<file path="src/rtl/fsk_bit_serializer_pkg.sv">
// Shared types and constants for the FSK byte-to-bit serializer.
// Optional feature macro: FSK_SER_PARITY_EN (even-parity bit after data bit 7).
package fsk_pkg;

    typedef enum logic [2:0] {
        IDLE,
        START,
        DATA,
        PARITY,
        STOP
    } fsk_state_e;

    localparam int   FSK_DATA_BITS  = 8;
    localparam logic FSK_IDLE_LEVEL = 1'b1;

`ifdef FSK_SER_PARITY_EN
    localparam bit FSK_PARITY_EN = 1'b1;
`else
    localparam bit FSK_PARITY_EN = 1'b0;
`endif

    // Total clock cycles from the first start-bit cycle to the last stop-bit cycle.
    function automatic int fsk_frame_len(input int baud_div, input int stop_bits, input bit parity_en);
        return (10 + int'(parity_en) + stop_bits - 1) * baud_div;
    endfunction

endpackage

</file>
<file path="src/rtl/fsk_bit_serializer_if.sv">
// Byte-in / bit-out bundle between a byte source and the serializer.
// master: byte source side; slave: serializer side.
interface fsk_bit_serializer_if;
    logic [7:0] in_data;
    logic       in_valid;
    logic       in_ready;
    logic       bit_data;
    logic       bit_strobe;
    logic       busy;
    logic       frame_done;

    modport master (
        output in_data, in_valid,
        input  in_ready, bit_data, bit_strobe, busy, frame_done
    );

    modport slave (
        input  in_data, in_valid,
        output in_ready, bit_data, bit_strobe, busy, frame_done
    );
endinterface

</file>
<file path="src/rtl/fsk_bit_serializer_baud_tick.sv">
// Bit-period counter: counts 0..BAUD_DIV-1, ticks on the terminal count and
// wraps; a synchronous clear holds it at zero so a new frame starts aligned.
module fsk_baud_tick #(
    parameter int BAUD_DIV = 64
) (
    input  logic clk_in1,
    input  logic rst_n,
    input  logic clr,
    output logic tick
);
    localparam int CW = (BAUD_DIV > 1) ? $clog2(BAUD_DIV) : 1;
    localparam logic [CW-1:0] TC = CW'(BAUD_DIV - 1);

    logic [CW-1:0] baud_cnt;

    assign tick = !clr && (baud_cnt == TC);

    // Free-running count within a bit, restarting at every bit boundary.
    always_ff @(posedge clk_in1 or negedge rst_n) begin
        if (!rst_n) begin
            baud_cnt <= '0;
        end else if (clr || tick) begin
            baud_cnt <= '0;
        end else begin
            baud_cnt <= baud_cnt + CW'(1);
        end
    end
endmodule

</file>
<file path="src/rtl/fsk_bit_serializer.sv">
// UART-style framer feeding the FSK modulator's bit_data input.
// Frame: start 0, 8 data bits LSB first, [even parity], STOP_BITS x 1.
// Optional feature macro: FSK_SER_PARITY_EN.
//
//   state  | meaning
//   IDLE   | line at mark, waiting for a held byte
//   START  | start bit (0)
//   DATA   | data bits, shift[0] on the line
//   PARITY | even-parity bit (only with FSK_SER_PARITY_EN)
//   STOP   | stop bit(s) (1), may chain straight into START
module fsk_bit_serializer
    import fsk_pkg::*;
#(
    parameter int BAUD_DIV  = 64,
    parameter int STOP_BITS = 1
) (
    input  logic                  clk_in1,
    input  logic                  rst_n,
    fsk_bit_serializer_if.slave   ser
);
    localparam logic [2:0] LAST_BIT  = 3'(FSK_DATA_BITS - 1);
    localparam logic       LAST_STOP = 1'(STOP_BITS - 1);

    fsk_state_e state_q, state_d;
    logic       hold_full_q;
    logic [7:0] hold_data_q;
    logic [7:0] shift_q, shift_d;
    logic [2:0] bit_idx_q, bit_idx_d;
    logic       stop_idx_q, stop_idx_d;
    logic       bit_q, level_d;
    logic       strobe_q;
    logic       load;
    logic       done;
    logic       tick;
    logic       handshake;
`ifdef FSK_SER_PARITY_EN
    logic       par_q;
`endif

    assign handshake      = ser.in_valid && !hold_full_q;
    assign ser.in_ready   = !hold_full_q;
    assign ser.bit_data   = bit_q;
    assign ser.bit_strobe = strobe_q;
    assign ser.busy       = (state_q != IDLE);
    assign ser.frame_done = done;

    fsk_baud_tick #(.BAUD_DIV(BAUD_DIV)) u_baud (
        .clk_in1 (clk_in1),
        .rst_n   (rst_n),
        .clr     (state_q == IDLE),
        .tick    (tick)
    );

    // Skid register: a handshake fills it, a load into the shifter empties it.
    always_ff @(posedge clk_in1 or negedge rst_n) begin
        if (!rst_n) begin
            hold_full_q <= 1'b0;
            hold_data_q <= '0;
        end else if (handshake) begin
            hold_full_q <= 1'b1;
            hold_data_q <= ser.in_data;
        end else if (load) begin
            hold_full_q <= 1'b0;
        end
    end

    // Frame sequencing; a finished frame chains into START when a byte is waiting.
    always_comb begin
        state_d    = state_q;
        shift_d    = shift_q;
        bit_idx_d  = bit_idx_q;
        stop_idx_d = stop_idx_q;
        load       = 1'b0;
        done       = 1'b0;
        case (state_q)
            IDLE: begin
                if (hold_full_q) begin
                    load    = 1'b1;
                    state_d = START;
                end
            end
            START: begin
                if (tick) begin
                    state_d   = DATA;
                    bit_idx_d = '0;
                end
            end
            DATA: begin
                if (tick) begin
                    if (bit_idx_q == LAST_BIT) begin
`ifdef FSK_SER_PARITY_EN
                        state_d = PARITY;
`else
                        state_d    = STOP;
                        stop_idx_d = 1'b0;
`endif
                    end else begin
                        shift_d   = shift_q >> 1;
                        bit_idx_d = bit_idx_q + 3'd1;
                    end
                end
            end
`ifdef FSK_SER_PARITY_EN
            PARITY: begin
                if (tick) begin
                    state_d    = STOP;
                    stop_idx_d = 1'b0;
                end
            end
`endif
            STOP: begin
                if (tick) begin
                    if (stop_idx_q == LAST_STOP) begin
                        done = 1'b1;
                        if (hold_full_q) begin
                            load    = 1'b1;
                            state_d = START;
                        end else begin
                            state_d = IDLE;
                        end
                    end else begin
                        stop_idx_d = 1'b1;
                    end
                end
            end
            default: state_d = IDLE;
        endcase
        if (load) begin
            shift_d = hold_data_q;
        end
    end

    // Line level for the coming cycle, so bit_data is a clean register output.
    always_comb begin
        level_d = FSK_IDLE_LEVEL;
        case (state_d)
            START:  level_d = 1'b0;
            DATA:   level_d = shift_d[0];
`ifdef FSK_SER_PARITY_EN
            PARITY: level_d = par_q;
`endif
            default: level_d = FSK_IDLE_LEVEL;
        endcase
    end

    // State, shifter and registered line outputs.
    always_ff @(posedge clk_in1 or negedge rst_n) begin
        if (!rst_n) begin
            state_q    <= IDLE;
            shift_q    <= '0;
            bit_idx_q  <= '0;
            stop_idx_q <= 1'b0;
            bit_q      <= FSK_IDLE_LEVEL;
            strobe_q   <= 1'b0;
        end else begin
            state_q    <= state_d;
            shift_q    <= shift_d;
            bit_idx_q  <= bit_idx_d;
            stop_idx_q <= stop_idx_d;
            bit_q      <= level_d;
            strobe_q   <= load || (tick && (state_d != IDLE));
        end
    end

`ifdef FSK_SER_PARITY_EN
    // Parity is captured from the byte as it enters the shifter.
    always_ff @(posedge clk_in1 or negedge rst_n) begin
        if (!rst_n) begin
            par_q <= 1'b0;
        end else if (load) begin
            par_q <= ^hold_data_q;
        end
    end
`endif
endmodule
</file>
<file path="src/flat_wrapper.sv">
// flat-port wrapper written by rule: the top's interface ports become plain ports
module fsk_bit_serializer_flat import fsk_pkg::*;
#(
    parameter int BAUD_DIV  = 64,
    parameter int STOP_BITS = 1
)
  (clk_in1, rst_n, ser_in_data, ser_in_valid, ser_in_ready, ser_bit_data, ser_bit_strobe, ser_busy, ser_frame_done);
  fsk_bit_serializer_if ser_i ();
  input  logic clk_in1;
  input  logic rst_n;
  input wire logic [$bits(ser_i.in_data)-1:0] ser_in_data;
  input wire logic [$bits(ser_i.in_valid)-1:0] ser_in_valid;
  output wire logic [$bits(ser_i.in_ready)-1:0] ser_in_ready;
  output wire logic [$bits(ser_i.bit_data)-1:0] ser_bit_data;
  output wire logic [$bits(ser_i.bit_strobe)-1:0] ser_bit_strobe;
  output wire logic [$bits(ser_i.busy)-1:0] ser_busy;
  output wire logic [$bits(ser_i.frame_done)-1:0] ser_frame_done;
  assign ser_i.in_data = ser_in_data;
  assign ser_i.in_valid = ser_in_valid;
  assign ser_in_ready = ser_i.in_ready;
  assign ser_bit_data = ser_i.bit_data;
  assign ser_bit_strobe = ser_i.bit_strobe;
  assign ser_busy = ser_i.busy;
  assign ser_frame_done = ser_i.frame_done;
  fsk_bit_serializer #(.BAUD_DIV(BAUD_DIV), .STOP_BITS(STOP_BITS)) u_core (.clk_in1(clk_in1), .rst_n(rst_n), .ser(ser_i));
endmodule
</file>
<file path="config.mk">
export PLATFORM = sky130hd
export DESIGN_NAME = fsk_bit_serializer_flat
export DESIGN_NICKNAME = d
export VERILOG_FILES = /design/src/rtl/fsk_bit_serializer_pkg.sv /design/src/rtl/fsk_bit_serializer_if.sv /design/src/rtl/fsk_bit_serializer_baud_tick.sv /design/src/rtl/fsk_bit_serializer.sv /design/src/flat_wrapper.sv
export SDC_FILE = /design/constraint.sdc
export NUM_CORES = 1
export LEC_CHECK = 0
export ABC_AREA = 1
export BUFFER_PORTS_ARGS = -buffer_cell sky130_fd_sc_hd__buf_2
export CELL_PAD_IN_SITES_DETAIL_PLACEMENT = 1
export CELL_PAD_IN_SITES_GLOBAL_PLACEMENT = 1
export CORE_ASPECT_RATIO = 0.5
export CORE_MARGIN = 2
export CORE_UTILIZATION = 44
export DETAILED_ROUTE_END_ITERATION = 10
export GPL_TIMING_DRIVEN = 0
export PLACE_DENSITY_LB_ADDON = 0.15
export SETUP_SLACK_MARGIN = 0.05
export SYNTH_ARGS = -nofsm -noshare
export SYNTH_HDL_FRONTEND = slang
export SYNTH_SLANG_ARGS = --single-unit
</file>
<file path="constraint.sdc">
create_clock -name clk_in1 -period 2 [get_ports clk_in1]
set_input_delay 0.1 -clock clk_in1 [delete_from_list [all_inputs] [get_ports clk_in1]]
set_output_delay 0.1 -clock clk_in1 [all_outputs]
set_load 0.01 [all_outputs]
</file>
==> metrics.md <==
| Metric | Value |
|---|---|
| Initial cell density of the core | a little under half |
| CP Launch Type | flop |
| Die Height | 44.8 um |
| Setup Viol. Count Final | 0 |
| Yosys warns | 0 |
| Port Buf Inserts | 15 |
| WP data arrival | between 1500 and 2000 ps |
| Slew @ Worst Pin | 689 ps |
| Vias in the first global route | between 1k and 1.5k |
| Syn-to-layout area delta | 17.2% |
| Die width | around 86 um |
| Drt pass-1 iters | 4 |
| Core ar. | approximately 3100 um^2 |
| Max cap viols | 0 |
| Slew HR | between 50% and 60% |
| First-pass GRT wire length | approximately 5700 um |
| Clock latency on the worst-skew pair | a little under 300 ps |
| Cells after Synth | between 150 and 200 |
| Crit path kind | reg2reg |
| Tot GR Track Use | between 20% and 30% |
| Clock Skews | ~8 ps |
| Sequential fraction of the synthesis area | a little over half |
| Commonest non-fill, non-tap cells in the layout | nand2_1, dfrtp_1, nand3_1, inv_1, buf_2 |
| Outcome | completed |
| Cell area after synthesis | 1470 um^2 |
| Drt via density | 5.16 |
| Average wire per standard cell | between 10 and 15 um |
| Ratio of cells with drive above 1 in the final layout | about a quarter |
| Root Driver | clkbuf_8 |
| Worst Path Required | ~2200 ps |
| Worst Setup End Kind | flop |
| Distinct cells, synth | 28 |
| GR Overflow Total | 0 |
| Vias | about 1.1k |
| Hpwl dp | 2110 um |
| Die area | about 3800 um^2 |
| Largest net degree at the start of global routing | 32 |
| Worst setup margin | between 200 and 300 ps |
| Avg Inst Size Synth | about 9.3 um^2 |
| Setup TNS | 0 ps |
| Min cycle time layout | around 1700 ps |
| Worst-path fanout max | 10 |
| Pre-CTS setup slack | 304 ps |
| DRC | 0 |
| Leakage | 0.000885 uW |
| Max Fclk | 587 MHz |
| Placer Congestion | a little over 0.7 |
| Iter 0 DRT Violations | 30 |
| Hold Fails Final Rpt | 0 |
| Boundary Pins | 16 |
| Power per cell area | about 850 nW/um^2 |
| Final ANT Viol Nets | 0 |
| Synth Register Bits | 31 |
| FP Rows | 14 |
| # diodes | 0 |
| Clock buffer count from CTS | 5 |
| Worst hold path type | in2reg |
| Final #Nets | 194 |
| Finished Core Util | a little under three fifths |
| H-tree depth | 2 |
| Syn Nets | approximately 170 |
| Total Wirelength | 2990 um |
| Initial antenna violation count | 0 |
| Crit share post-route | between 80 and 90% |
| RSZ-0062 raised after global routing | false |
| Area of the multi-input gates | a little over 600 um^2 |
| Sequential cell area | about 780 um^2 |
| Pins over their slew limit | 0 |
| Final Hold Slack | roughly 35 ps |
| Clock buffer depth | 2 |
| Fillers | 376 |
| Clk slew on worst S/H paths | around 70 ps |
| TritonCTS clock tree | yes |
| CTS sink count | 31 |
| Maximum VDD drop | between 0.0005 and 0.0006 V |
## state kept, by name, indices dropped and copies added, names as in the netlist
name,cells
u_core.state_q,3
u_core.hold_data_q,8
u_core.ser.bit_strobe,1
u_core.hold_full_q,1
u_core.shift_q,8
u_core.ser.bit_data,1
u_core.u_baud.baud_cnt,6
u_core.bit_idx_q,3
## timing repair
| action | in CTS | in global routing |
|---|---|---|
| setup buffers | 0 | 0 |
| hold buffers | 1 | 0 |
| hold endpoints to repair | 30 | 0 |
| gates resized for setup | 0 | 0 |
## metrics by stage
stage / std cells / power (uW) / cell area [um^2]
final: 221 / 1450 / 1720
after global routing: 221 / 1520 / 1720
after CTS: 221 / 1470 / 1720
after detailed placement: 212 / 817 / 1590
after global placement: 212 / 810 / 1590
after floorplan: 157 / 777 / 1470
## path summary, 6_finish.rpt
check / start / slack, ps / end / cells after the start
worst max-delay path: u_core.bit_idx_q[0]$_DFFE_PN0P_ / 300 / u_core.shift_q[0]$_DFF_PN0_ / 7
worst min-delay path: ser_in_data[4] / 40 / u_core.hold_data_q[4]$_DFFE_PN0P_ / 2
worst max register to register: u_core.bit_idx_q[0]$_DFFE_PN0P_ / 300 / u_core.shift_q[0]$_DFF_PN0_ / 7
worst min register to register: u_core.u_baud.baud_cnt[0]$_DFF_PN0_ / 490 / u_core.u_baud.baud_cnt[0]$_DFF_PN0_ / 1
max in group asynchronous: rst_n / 1150 / u_core.bit_idx_q[2]$_DFFE_PN0P_ / 2
min in group asynchronous: rst_n / 400 / u_core.shift_q[5]$_DFFE_PN0P_ / 2
## cell type report
class	count	share of cell area (%)
multi-input combinational	107	35.4
clock buffer	6	4.80
sequential	31	45.2
clock inverter	2	2.04
buffer	2	0.946
timing repair buffer	16	4.95
tap	40	2.91
inverter	17	3.78
## cell usage after synthesis
master | number | area share, %
o211ai_1 | 1 | 0.51
buf_2 | 1 | 0.34
clkinv_2 | 1 | 0.34
nor2_4 | 1 | 0.77
nand2_1 | 30 | 7.7
dfstp_2 | 1 | 1.8
ha_1 | 3 | 2.6
mux2_2 | 6 | 4.6
nand3_1 | 24 | 8.2
nor3_1 | 1 | 0.34
o21ai_4 | 1 | 1.1
nand2_4 | 1 | 0.77
nand2_2 | 4 | 1.7
nand3_2 | 1 | 0.68
nor2_8 | 1 | 1.4
and2_1 | 1 | 0.43
buf_6 | 1 | 0.77
o21ai_0 | 4 | 1.4
nand3b_1 | 2 | 1.0
nor3b_1 | 1 | 0.51
nor2_2 | 2 | 0.85
nand4_1 | 2 | 0.85
o21ai_1 | 2 | 0.68
a31o_2 | 1 | 0.60
inv_1 | 16 | 4.1
dfrtp_1 | 30 | 51
nor2_1 | 15 | 3.8
a21oi_1 | 3 | 1.0
## routing by layer
layer / global-route usage, % / wire, um / part of all wire [%] / vias to the layer above
met4: 8.57 / 54 / 1.8 / 0
met3: 6.58 / 109 / 3.6 / 6
met1: 25.8 / 1460 / 49 / 563
met2: 33.4 / 1370 / 46 / 12
li1: - / - / - / 559
met5: 0 / 0 / 0 / -
## logic make-up after synthesis
family	share of synthesized area [%]
compound gates	5.29
fa+ha+maj	2.56
buf+inv	5.55
flops	53.0
mux	4.61
simple gates	29.0
## where the power goes
part	switching, uW	internal [uW]
logic	41.0	49.7
clock network	249	403
registers	25.9	686
total	316	1140
## worst max-delay path, cell delays in order, from the launching register on
cell	delay (ps)
dfrtp_1	390
ha_1	200
ha_1	250
nor2_8	210
nand2_2	180
o21ai_1	160
nand2_1	80
and2_1	130
(Power assumes the default switching activity.)
